[config.mk]
export PLATFORM = sky130hd
export DESIGN_NAME = pulse_req_queue
export DESIGN_NICKNAME = d
export VERILOG_FILES = /design/src/rtl/pulse_req_queue.sv
export SDC_FILE = /design/constraint.sdc
export NUM_CORES = 1
export LEC_CHECK = 0
export CORE_MARGIN = 2
export CORE_UTILIZATION = 45
export DETAILED_ROUTE_END_ITERATION = 8
export HOLD_SLACK_MARGIN = 0.05
export PLACE_DENSITY = 0.84
export REMOVE_ABC_BUFFERS = 1
export SYNTH_ARGS = -nofsm -noshare
export SYNTH_HDL_FRONTEND = slang
export SYNTH_SLANG_ARGS = --single-unit
export TNS_END_PERCENT = 50
[constraint.sdc]
create_clock -name clk -period 2.6 [get_ports clk]
set_input_delay 0.52 -clock clk [delete_from_list [all_inputs] [get_ports clk]]
set_output_delay 0.52 -clock clk [all_outputs]
set_load 0.02 [all_outputs]
[src/rtl/pulse_req_queue.sv]
// pulse_req_queue: write-side feeder for a cross-domain pulse synchronizer.
// Counts incoming event requests and issues them one at a time as single-cycle
// pulses on sig_out. Before each new pulse it waits for the synchronizer's busy
// round-trip to finish. Events arriving at a full queue are dropped and flagged.
`timescale 1ns/1ps
module pulse_req_queue #(
  parameter int CNT_WIDTH  = 4,
  parameter int STAT_WIDTH = 16
) (
  input  logic                  clk,
  input  logic                  rst,
  input  logic                  req,
  input  logic                  busy_in,
  output logic                  sig_out,
  output logic [CNT_WIDTH-1:0]  pending,
  output logic                  overflow,
  input  logic                  clear_ovf,
  output logic [STAT_WIDTH-1:0] issued_cnt,
  output logic                  idle
);

  typedef enum logic [1:0] {IDLE, ISSUE, WAIT_HI, WAIT_LO} state_t;

  localparam logic [CNT_WIDTH-1:0] MAX = {CNT_WIDTH{1'b1}};

  state_t                r_state;
  logic                  r_sig_out;
  logic [CNT_WIDTH-1:0]  r_pending;
  logic                  r_overflow;
  logic [STAT_WIDTH-1:0] r_issued;

  logic w_dec;   // this edge enters ISSUE
  logic w_full;
  logic w_inc;   // request accepted into the queue
  logic w_drop;  // request lost: full and nothing leaving

  // Only issue from IDLE into a quiet synchronizer. This also covers a reset
  // in mid-handshake, because the synchronizer itself is not reset.
  assign w_dec  = (r_state == IDLE) && (r_pending != '0) && !busy_in;
  assign w_full = (r_pending == MAX);
  assign w_inc  = req && !(w_full && !w_dec);
  assign w_drop = req && w_full && !w_dec;

  // Handshake FSM; sig_out is a flop that is high exactly while in ISSUE
  always_ff @(posedge clk) begin
    if (rst) begin
      r_state   <= IDLE;
      r_sig_out <= 1'b0;
    end else begin
      r_sig_out <= 1'b0;
      case (r_state)
        IDLE:    if (w_dec) begin
                   r_state   <= ISSUE;
                   r_sig_out <= 1'b1;
                 end
        ISSUE:   r_state <= WAIT_HI;
        WAIT_HI: if (busy_in)  r_state <= WAIT_LO;
        WAIT_LO: if (!busy_in) r_state <= IDLE;
        default: r_state <= IDLE;
      endcase
    end
  end

  // Pending-event counter; saturates at MAX and never wraps
  always_ff @(posedge clk) begin
    if (rst) begin
      r_pending <= '0;
    end else begin
      case ({w_inc, w_dec})
        2'b10:   r_pending <= r_pending + CNT_WIDTH'(1);
        2'b01:   r_pending <= r_pending - CNT_WIDTH'(1);
        default: r_pending <= r_pending;
      endcase
    end
  end

  // Sticky drop flag; a new drop wins over a same-cycle clear
  always_ff @(posedge clk) begin
    if (rst)            r_overflow <= 1'b0;
    else if (w_drop)    r_overflow <= 1'b1;
    else if (clear_ovf) r_overflow <= 1'b0;
  end

  // Wrapping count of issued pulses
  always_ff @(posedge clk) begin
    if (rst)        r_issued <= '0;
    else if (w_dec) r_issued <= r_issued + STAT_WIDTH'(1);
  end

  assign sig_out    = r_sig_out;
  assign pending    = r_pending;
  assign overflow   = r_overflow;
  assign issued_cnt = r_issued;
  assign idle       = (r_state == IDLE) && (r_pending == '0);

endmodule

==> flow_summary_export.csv <==
group,metric,value,unit
timing,max_freq,420,MHz
power,total_power,1.13,mW
critical_path,arrival,2.58,ns
cells_and_area,final_util,0.593,
critical_path,crit_required,2.80,ns
place,io_buffers,27,
min_path,min_to,"issued_cnt[15]",
floorplan,core_region_area,2690,um^2
min_path,hp-start,"issued_cnt[15]",
critical_path,reg2regPathDepth,9,
critical_path,slowest_delay,0.48,ns
clock_tree,cts_hold_buf,0,
grt,track_usage,0.172,
yosys,async_flop_share,0,
clock_tree,ctsRootBufferMaster,"clkbuf_4",
critical_path,cp-end-kind,"flop",
timing,timing.hold.ws,0.498,ns
power,power_frac_clock,0.137,
clock_tree,cts.sinks,24,
grt,grt_pass1_vias,1134,
cells_and_area,final_common_cell,"clkdlybuf4s50_1",
critical_path,crit_fanout,5,
critical_path,cp_cell_sequence,"inv_1 > ha_1 > or3b_2 > nor2_1 > xor2_1 > ha_1 > nor2_1 > a32oi_1 > mux2_2",
yosys,synth_area,1240,um^2
job,max_cap_violations,0,
yosys,yosys_warnings,0,
floorplan,io_pins,28,
grt,grt_start_max_net_pins,23,
timing,fin_ws,0.217,ns
critical_path,r2r_slack,0.22,ns
min_path,min-delay-path-class,"flop to flop",
place,dp.final_hpwl,2.05,mm
power,peakVddDrop,0.000577,V
critical_path,reg2reg_from,"r_state[0]",
yosys,synth-seq-cells,24,
grt,grt_overflow_total,0,
grt,grt_pass1_wl,4.50,mm
status,status,"complete, no violations",
drt,post_drt_wl_per_cell,13.2,um
yosys,synth_area_per_cell,8.59,um^2
yosys,synth_edf_count,0,
cells_and_area,finalInstanceArea,1590,um^2
timing,setup_violations,0,
clock_tree,clkTransAtPathRegs,0.12,ns
timing,drv_slew,0,
place,dpl_cell_area,1560,um^2
timing,period_minus_slack,2.38,ns
clock_tree,clockBufferDepth,2,
yosys,synth_cell_types,32,
grt,antenna_found_initial,0,
yosys,syn_inst,145,
yosys,synth-seq-area-share,0.386,
clock_tree,numCtsBuffers,3,
timing,finalHoldViolCount,0,
cells_and_area,fin_nets,187,
critical_path,worstSetupPathType,"flop to flop",
floorplan,dieArea,3200,um^2
critical_path,cp_top_family,"simple AND/OR/NAND/NOR gates",
drt,via_per_inst,5.66,
floorplan,die_h,56.6,um
timing,maxSlewHeadroom,0.499,
clock_tree,clk_latency,0.30,ns
drt,firstDrtPassIters,4,
timing,tightest_slew,0.748,ns
floorplan,rows,19,
critical_path,crit_slowest_cell,"or3b_2",
cells_and_area,final_cell_mix,"clkdlybuf4s50_1 (27), dfxtp_1 (24), nor2_1 (17)",
critical_path,crit_buf_inv,1,
cells_and_area,drive_gt1_frac,0.0920,
cells_and_area,stdcell_count,205,
timing,rsz0062_at_grt,"false",
cells_and_area,syn_to_final_growth,27.9,%
drt,routed_wl,2.70,mm
drt,drtAntennaViolNets,0,
power,intPower,711,uW
power,power.switching,424,uW
drt,drc,0,
power,p_leak,0.549,nW
timing,finClkSkew,0.00700,ns
yosys,yosys_most_used_dff,"dfxtp_1",
power,combPwrFrac,0.448,
critical_path,start_kind,"flop",
min_path,hold_depth,2,
critical_path,r2r-end,"pending[2]",
place,post-place-ws,-0.0292,ns
floorplan,start_util,0.463,
place,place.gp.congestion,0.817,
timing,setup_tns,0,ns
drt,drtIter0Drc,22,
place,placed_cells,200,
cells_and_area,diodes,0,
power,p_per_area,713,nW/um^2
drt,num_vias,1160,
power,p_sw_frac,0.374,
timing,finalCritPeriodShare,0.917,
power,power_frac_seq,0.415,
cells_and_area,fill_cells,242,
clock_tree,htree_levels,1,
clock_tree,tritoncts,"yes",
floorplan,dieWidth,56.6,um
critical_path,crit_cells,9,
-- layout make-up --
| class | count | area, um^2 | area share |
|---|---|---|---|
| clock buffers | 3 | 22.5 | 0.0141 |
| inverters | 8 | 30.0 | 0.0189 |
| multi-input cells | 106 | 706 | 0.443 |
| flip-flops and latches | 24 | 480 | 0.302 |
| well taps | 31 | 38.8 | 0.0244 |
| repair buffers | 33 | 315 | 0.198 |
-- worst min-delay path: stages, from the launching register on --
cell	delay, ns
dfxtp_1	0.34
o31ai_1	0.07
a21oi_1	0.06
-- what timing repair did --
| action | 4_1_cts | 5_1_grt |
|---|---|---|
| setup endpoints to repair | 0 | 1 |
| buffers inserted | 0 | 2 |
| resized for setup | 0 | 0 |
-- cell usage after synthesis (all sizes together) (2+ instances only) --
| cell | n | area share |
|---|---|---|
| clkbuf | 5 | 0.015 |
| nor2b | 3 | 0.015 |
| mux2 | 3 | 0.027 |
| inv | 8 | 0.024 |
| dfxtp | 24 | 0.39 |
| or3 | 5 | 0.025 |
| nor2 | 17 | 0.051 |
| nand4 | 4 | 0.020 |
| buf | 2 | 0.0080 |
| o41ai | 3 | 0.021 |
| o21ai | 5 | 0.020 |
| ha | 6 | 0.060 |
| nand2 | 6 | 0.018 |
| or4 | 6 | 0.036 |
| o31ai | 5 | 0.030 |
| nor4 | 5 | 0.037 |
| nand3 | 6 | 0.024 |
| xnor2 | 5 | 0.035 |
| xor2 | 3 | 0.021 |
| nand2b | 3 | 0.015 |
| a21oi | 11 | 0.044 |
-- registers in the layout, indices dropped and copies added, names as in the netlist --
signal and count:
overflow 1, pending 4, sig_out 1, issued_cnt 16, r_state 2
-- metal layers --
layer  up-vias  wire length [um]  GRT usage
met1       552              1170      0.191
li1        581                 -          -
met2        27              1420      0.322
met5         -                 0          0
met3         0               116     0.0346
met4         0                 0     0.0544
-- cells by family (layout without fill, tap and decap cells) --
logic type,Yosys count,count (layout),share of synthesized area
buffers and inverters,15,44,0.0472
DFF,24,24,0.386
and+or+nand+nor,59,59,0.266
muxes,4,4,0.0352
adders and majority gates,6,6,0.0603
xor gates and xnor gates,8,8,0.0563
AOI/OAI and AO/OA,29,29,0.149
-- power groups by stage --
stage,logic (mW),registers (mW),clock network [mW]
2_1_floorplan,0.266,0.504,0
3_3_place_gp,0.444,0.478,0
3_5_place_dp,0.469,0.480,0
4_1_cts,0.473,0.471,0.161
5_1_grt,0.564,0.478,0.177
6_report,0.509,0.471,0.155
-- worst max path at each step --
stage                           from          to  slack [ns]
after floorplan           r_state[0]  pending[2]        0.39
after global placement       busy_in  pending[2]        0.04
after detailed placement     busy_in  pending[2]       -0.03
after CTS                 pending[3]        idle       0.004
after global routing      r_state[0]  pending[2]       0.004
final                     r_state[0]  pending[2]        0.22
Note: power is estimated with default switching activity, not from simulation.
